[config.mk]
export PLATFORM = sky130hd
export DESIGN_NAME = fetch_queue
export DESIGN_NICKNAME = d
export VERILOG_FILES = /design/src/rtl/fetch_queue.sv
export SDC_FILE = /design/constraint.sdc
export NUM_CORES = 1
export LEC_CHECK = 0
export BUFFER_PORTS_ARGS = -buffer_cell sky130_fd_sc_hd__buf_2
export CAP_MARGIN = 40
export CORE_ASPECT_RATIO = 0.6
export CORE_UTILIZATION = 30
export CTS_CLUSTER_DIAMETER = 80
export DETAILED_ROUTE_END_ITERATION = 16
export GPL_ROUTABILITY_DRIVEN = 0
export PLACE_DENSITY = 0.58
export SYNTH_ARGS = -nofsm -noshare
export SYNTH_HDL_FRONTEND = slang
export SYNTH_SLANG_ARGS = --single-unit
[constraint.sdc]
create_clock -name clk -period 3.1 [get_ports clk]
set_input_delay 0.465 -clock clk [delete_from_list [all_inputs] [get_ports clk]]
set_output_delay 0.465 -clock clk [all_outputs]
set_load 0.05 [all_outputs]
[src/rtl/fetch_queue.sv]
// Instruction-fetch front end: owns the PC, issues pipelined in-order requests to
// instruction memory and buffers {pc, instr} pairs in a DEPTH-entry queue for decode.
module fetch_queue #(
    parameter int                 PC_SIZE  = 32,
    parameter int                 INSTR_W  = 32,
    parameter int                 DEPTH    = 4,
    parameter logic [PC_SIZE-1:0] RESET_PC = '0
) (
    input  logic               clk,
    input  logic               rst_n,
    input  logic               fetch_en,
    input  logic               redirect_valid,
    input  logic [PC_SIZE-1:0] redirect_pc,
    output logic               imem_req_valid,
    input  logic               imem_req_ready,
    output logic [PC_SIZE-1:0] imem_req_addr,
    input  logic               imem_rsp_valid,
    input  logic [INSTR_W-1:0] imem_rsp_data,
    output logic               if_valid,
    input  logic               if_ready,
    output logic [INSTR_W-1:0] if_instr,
    output logic [PC_SIZE-1:0] if_pc
);

    localparam int                PTR_W   = $clog2(DEPTH);
    localparam int                CNT_W   = PTR_W + 1;
    localparam logic [CNT_W:0]    DEPTH_W = (CNT_W + 1)'(DEPTH);

    logic [PC_SIZE-1:0] pc_q, pc_d;
    logic [PTR_W-1:0]   alloc_ptr_q, alloc_ptr_d;
    logic [PTR_W-1:0]   fill_ptr_q, fill_ptr_d;
    logic [PTR_W-1:0]   head_ptr_q, head_ptr_d;
    logic [CNT_W-1:0]   alloc_cnt_q, alloc_cnt_d;
    logic [CNT_W-1:0]   drop_cnt_q, drop_cnt_d;
    // Allocated-but-unfilled entries: the responses that must be dropped on a redirect.
    logic [CNT_W-1:0]   pend_cnt_q, pend_cnt_d;
    logic [DEPTH-1:0]   filled_q, filled_d;

    logic [PC_SIZE-1:0] ent_pc_q    [DEPTH];
    logic [INSTR_W-1:0] ent_instr_q [DEPTH];

    logic [CNT_W:0] occupancy;
    logic           accept;
    logic           pop;
    logic           rsp_fill;
    logic           rsp_drop;

    assign occupancy      = {1'b0, alloc_cnt_q} + {1'b0, drop_cnt_q};
    assign imem_req_valid = rst_n & fetch_en & ~redirect_valid & (occupancy < DEPTH_W);
    assign imem_req_addr  = pc_q;

    assign accept   = imem_req_valid & imem_req_ready;
    assign pop      = if_valid & if_ready;
    assign rsp_drop = imem_rsp_valid & (drop_cnt_q != '0);
    assign rsp_fill = imem_rsp_valid & (drop_cnt_q == '0) & ~redirect_valid;

    assign if_valid = filled_q[head_ptr_q];
    assign if_instr = ent_instr_q[head_ptr_q];
    assign if_pc    = ent_pc_q[head_ptr_q];

    always_comb begin
        pc_d        = pc_q;
        alloc_ptr_d = alloc_ptr_q;
        fill_ptr_d  = fill_ptr_q;
        head_ptr_d  = head_ptr_q;
        alloc_cnt_d = alloc_cnt_q;
        drop_cnt_d  = drop_cnt_q;
        pend_cnt_d  = pend_cnt_q;
        filled_d    = filled_q;

        if (redirect_valid) begin
            // Any response this cycle is either already owed to drop_cnt or to an unfilled entry.
            pc_d        = redirect_pc & ~PC_SIZE'(3);
            alloc_ptr_d = '0;
            fill_ptr_d  = '0;
            head_ptr_d  = '0;
            alloc_cnt_d = '0;
            pend_cnt_d  = '0;
            filled_d    = '0;
            drop_cnt_d  = drop_cnt_q + pend_cnt_q - CNT_W'(imem_rsp_valid);
        end else begin
            if (accept) begin
                alloc_ptr_d = alloc_ptr_q + PTR_W'(1);
                pc_d        = pc_q + PC_SIZE'(4);
            end
            if (rsp_drop) begin
                drop_cnt_d = drop_cnt_q - CNT_W'(1);
            end
            if (rsp_fill) begin
                filled_d[fill_ptr_q] = 1'b1;
                fill_ptr_d           = fill_ptr_q + PTR_W'(1);
            end
            if (pop) begin
                filled_d[head_ptr_q] = 1'b0;
                head_ptr_d           = head_ptr_q + PTR_W'(1);
            end
            alloc_cnt_d = alloc_cnt_q + CNT_W'(accept) - CNT_W'(pop);
            pend_cnt_d  = pend_cnt_q + CNT_W'(accept) - CNT_W'(rsp_fill);
        end
    end

    always_ff @(posedge clk or negedge rst_n) begin
        if (!rst_n) begin
            pc_q        <= RESET_PC;
            alloc_ptr_q <= '0;
            fill_ptr_q  <= '0;
            head_ptr_q  <= '0;
            alloc_cnt_q <= '0;
            drop_cnt_q  <= '0;
            pend_cnt_q  <= '0;
            filled_q    <= '0;
        end else begin
            pc_q        <= pc_d;
            alloc_ptr_q <= alloc_ptr_d;
            fill_ptr_q  <= fill_ptr_d;
            head_ptr_q  <= head_ptr_d;
            alloc_cnt_q <= alloc_cnt_d;
            drop_cnt_q  <= drop_cnt_d;
            pend_cnt_q  <= pend_cnt_d;
            filled_q    <= filled_d;
        end
    end

    // Payload storage carries no reset; the filled bits alone qualify it.
    always_ff @(posedge clk) begin
        if (accept) begin
            ent_pc_q[alloc_ptr_q] <= pc_q;
        end
        if (rsp_fill) begin
            ent_instr_q[fill_ptr_q] <= imem_rsp_data;
        end
    end

    assert property (@(posedge clk) disable iff (!rst_n) (occupancy <= DEPTH_W));

endmodule

# Yosys cells after proc, flatten, opt, wreduce, memory -nomap -nowiden
# Memory sizes are Yosys's and may differ from the RTL's.
# Cells that the tools add are included.
# op_classes
addsub	12
order_cmp	5
muxes	26
n_bitwise	12
n_reduce_logical	8
# op_table
op	count
two-way mux 32 bit	2
adder 32 x 3 -> 32 bit (second input constant)	1
two-way mux 4 bit	4
two-way mux 2 bit	6
two-way mux 3 bit	4
subtractor 3 x 1 -> 3 bit	3
AND 1 bit	8
nonzero test 2 bit	4
two-way mux 1 bit	7
adder 2 x 1 -> 2 bit (second input constant)	3
adder 3 x 1 -> 3 bit	2
< comparator 2 x 3 -> 1 bit (second input constant)	2
adder 3 x 3 -> 4 bit	1
AND 4 bit	1
demux 1 bit (select 2 bit)	2
greater-or-equal comparator 2 x 1 -> 1 bit (second input constant)	2
< comparator 4 x 3 -> 1 bit (second input constant)	1
inverter 4 bit	1
OR 4 bit	1
adder 3 bit	1
zero test 3 bit	1
nonzero test 3 bit	1
subtractor 3 x 1 -> 3 bit (second input constant)	1
binary-select mux 1 bit (select 2 bit)	1
2 further kinds	3
# word_totals
ff_bits	51
mem_bits_rw	256
input_bits	71
output_inout_bits	98
word_cells	73
n_memories	2
# mem_list
name	words	width	read_ports	rd_clocked_by_memory_dff	wr	line	text
ent_instr_q	4	32	1	0	1	40	logic [INSTR_W-1:0] ent_instr_q [DEPTH];
ent_pc_q	4	32	1	0	1	39	logic [PC_SIZE-1:0] ent_pc_q [DEPTH];

# Logic depth before layout (Yosys ltp)
# depth
depth_word	10
mapped_depth	13
depth_no_buf	11

# Least setup slack after synthesis
# OpenSTA, ideal clock, no wires.
# synth_timing
path_type	register to register
start	reg drop_cnt_q[2]
end	mem ent_pc_q[0][10] (enable)
setup_time_ps	390
arrival_time_ps	2359
t_required_ps	2710
slack_ps	351
stages_incl_launch_ff	8
path_buffers	3
period_less_slack_ps	2749
cell_sequence	dfrtp_1 > ha_1 > nor4b_2 > and4_1 > buf_4 > buf_4 > buf_2 > and2_1
# synth_via
elab_chain_len	6
# synth_lines
item	line	text
from (decl)	34	logic [CNT_W-1:0] drop_cnt_q, drop_cnt_d;
from (signal assigned)	118	drop_cnt_q <= drop_cnt_d;
adder 3 x 3 -> 4 bit	48	assign occupancy = {1'b0, alloc_cnt_q} + {1'b0, drop_cnt_q};
< comparator 4 x 3 -> 1 bit	49	assign imem_req_valid = rst_n & fetch_en & ~redirect_valid & (occupancy < DEPTH_W);
AND 1 bit	49	
AND 1 bit	52	assign accept = imem_req_valid & imem_req_ready;
two-way mux 1 bit	126	if (accept) begin
two-way mux 1 bit (implied by the code)	127	ent_pc_q[alloc_ptr_q] <= pc_q;
to (decl)	39	
# No other way between the ends.

# Worst setup path in the final report
# layout_timing
start	reg head_ptr_q[0]
end	out if_instr[25]
# layout_via
elab_chain_len	1
# layout_lines
item	line	text
from (decl)	32	logic [PTR_W-1:0] head_ptr_q, head_ptr_d;
from (signal assigned)	116	head_ptr_q <= head_ptr_d;
memory (4 x 32 bit)	n/a	
to (decl)	21	output logic [INSTR_W-1:0] if_instr,
# No other way between the ends.

==> results.sh <==
export IMPL_status="complete, no violations"
export IMPL_switching_share_pct=27.7
export IMPL_synth_seq_cells=297
export IMPL_finalHoldViolations=0
export IMPL_power_leakage_nw=5.30
export IMPL_finalCriticalPeriod_ns=2.83
export IMPL_worst_pin_slew_ns=0.684
export IMPL_mostFrequentLayoutCells="edfxtp_1, buf_2, mux4_2, dfrtp_1, nand2_1"
export IMPL_seqCellArea_sq_um=8680
export IMPL_drv_cap=0
export IMPL_period_share_pct=91.3
export IMPL_area_delta_synth_final_pct=21.4
export IMPL_hpwl_microns=17900
export IMPL_multiInputGateArea_sq_um=3250
export IMPL_drtAntennaViolNets=0
export IMPL_die_area_sq_um=41500
export IMPL_synth_area_sq_um=12200
export IMPL_grt_pass1_wl_microns=42200
export IMPL_ir_drop_uv=433
export IMPL_cts_tree="done"
export IMPL_arrival_ns=2.37
export IMPL_cp_end_kind="output pin"
export IMPL_htree_levels=1
export IMPL_drtIter0Drc=594
export IMPL_initial_utilization_pct=30.8
export IMPL_numCtsBuffers=30
export IMPL_cts_hold_buf=0
export IMPL_worst_setup_path_start_kind="register"
export IMPL_crit_path_max_fanout=66
export IMPL_setup_viol=0
export IMPL_dr_pass1_iters=5
export IMPL_core_area_sq_um=39500
export IMPL_row_count=56
export IMPL_p_switching_mw=2.80
export IMPL_path_clk_slew_ns=0.06
export IMPL_diodes=0
export IMPL_synthFlopType="edfxtp_1"
export IMPL_fin_nets=963
export IMPL_min_path_type="input port to async pin"
export IMPL_clockBufferDepth=3
export IMPL_synth_distinct_cells=52
export IMPL_fin_hold_ws_ns=0.0483
export IMPL_track_usage_pct=13.5
export IMPL_yosys_area_top_type="edfxtp_1"
export IMPL_use_met2_pct=19.7
export IMPL_final_common_cell="edfxtp_1"
export IMPL_fillers=3722
export IMPL_busiest_layer="met1"
export IMPL_antenna_found_initial=0
export IMPL_finalMaxSlewViolations=0
export IMPL_power_density_nw_per_um2=682
export IMPL_crit_type="register to output pin"
export IMPL_die_h_microns=158
export IMPL_clk_latency_ns=0.56
export IMPL_cts_root_buffer="clkbuf_16"
export IMPL_routed_via_density=4.74
export IMPL_skew_ns=0.0124
export IMPL_synth_edf_count=248
export IMPL_tns_ns=0
export IMPL_netlist_instances=676
export IMPL_cts_sinks=297
export IMPL_grt_pass1_vias=6731
export IMPL_yosysWarnings=0
export IMPL_ys_async_sr_fraction_pct=16.5
export IMPL_wl_per_cell_microns=19.9
export IMPL_met1_usage_pct=20.1
export IMPL_seq_power_share_pct=46.8
export IMPL_p_int_mw=7.30
export IMPL_rsz0062_at_grt="no"
export IMPL_io_pins=169
export IMPL_crit_required_ns=2.63
export IMPL_seq_area_frac_synth_pct=71.2
export IMPL_grt_util_met3_pct=3.41
export IMPL_drcViolationCount=0
export IMPL_synthTopCellsByArea="edfxtp_1, mux4_2, dfrtp_1"
export IMPL_overflow=0
export IMPL_die_width_microns=262
export IMPL_layout_drive_gt1_share_pct=35.7
export IMPL_grt_start_max_net_pins=67
export IMPL_synth_top_area_share_pct=61.1
export IMPL_wl_microns=28100
export IMPL_portBuffers=162
export IMPL_max_freq_mhz=353
export IMPL_slew_headroom_pct=54.4
export IMPL_cts_resized=0
export IMPL_synth_area_per_cell_sq_um=18.0
export IMPL_combPwrFrac_pct=16.1
export IMPL_clockPowerShare_pct=37.1
export IMPL_postCtsSetupBuffers=0
export IMPL_vias=6694
## layout make-up
class,instances,area share [%]
Multi-Input combinational cell,324,21.9
Clock buffer,43,5.75
Timing Repair Buffer,190,7.59
Inverter,22,0.558
Tap cell,522,4.41
Sequential cell,297,58.7
Clock inverter,13,1.11
## synthesized netlist by cell type, drive strengths merged (2+ instances only)
library cell	number
edfxtp	248
mux4	63
dfrtp	49
nand2	35
o21ai	28
nor2	27
buf	25
ha	24
inv	22
nand3	21
a21oi	14
and2	12
clkbuf	11
nand4	11
a31oi	8
nor2b	7
o311ai	7
xnor2	7
a221o	6
and3	5
nor3	5
o211ai	5
a2bb2oi	4
and4	3
fa	3
mux2i	3
nor4	3
nor4b	3
xor2	3
a22oi	2
a32oi	2
nand3b	2
nor3b	2
## registers in the layout, summed over array words and instances, names as in the netlist
name           cells
alloc_ptr_q        2
filled_q           4
head_ptr_q         2
alloc_cnt_q        3
fill_ptr_q         2
drop_cnt_q         3
pend_cnt_q         3
imem_req_addr     30
ent_pc_q         120
ent_instr_q      128
## metal layers
layer	share of wire (%)	routed length [microns]
met3	5.6	1570
met5	0	0
met4	1.9	527
met2	44	12200
met1	49	13700
## through the flow
step | setup slack (ns) | instance area [sq um] | instances | power, mW | utilization (%)
after floorplan | 0.351 | 12200 | 679 | 5.96 | -
after CTS | 0.171 | 14800 | 1411 | 10.2 | 37.5
after global placement | 0.539 | 13700 | 1353 | 6.42 | 34.7
after detailed placement | 0.557 | 13800 | 1355 | 6.45 | 34.9
final | 0.270 | 14800 | 1411 | 10.1 | 37.5
after global routing | 0.114 | 14800 | 1411 | 10.5 | 37.5
## critical path: stages, from the launching register on
cell     delay [ns]
dfrtp_4        0.44
buf_12         0.48
mux4_2         0.60
buf_2          0.23
## power by group through the flow
stage	clock [mW]	sequential, mW	combinational [mW]
detailed placement	0	4.80	1.65
global route	4.01	4.75	1.77
floorplan	0	4.93	1.03
finish	3.75	4.72	1.63
CTS	3.87	4.72	1.65
global placement	0	4.79	1.63
## worst paths after layout
check	startpoint	end	slack, ns	cells past startpoint
min in group clk	redirect_pc[30]	imem_req_addr[30]$_DFFE_PN0N_	0.12	3
setup reg to reg	drop_cnt_q[2]$_DFFE_PN0P_	pend_cnt_q[2]$_DFF_PN0_	0.56	11
setup / recovery	head_ptr_q[0]$_DFFE_PN0P_	if_instr[25]	0.27	3
hold / removal	rst_n	imem_req_addr[8]$_DFFE_PN0N_	0.05	2
hold reg to reg	drop_cnt_q[2]$_DFFE_PN0P_	drop_cnt_q[2]$_DFFE_PN0P_	0.54	1
max in group asynchronous	rst_n	head_ptr_q[0]$_DFFE_PN0P_	2.54	2
## kinds of logic after synthesis
family / synth area share, %
DFF: 71.2
and+or+nand+nor: 6.79
AOI/OAI and AO/OA: 4.12
muxes: 11.9
buffers and inverters: 2.34
adders and majority gates: 2.96
xor gates and xnor gates: 0.719
other: 0.0308
Power figures use the tool's default switching activity.
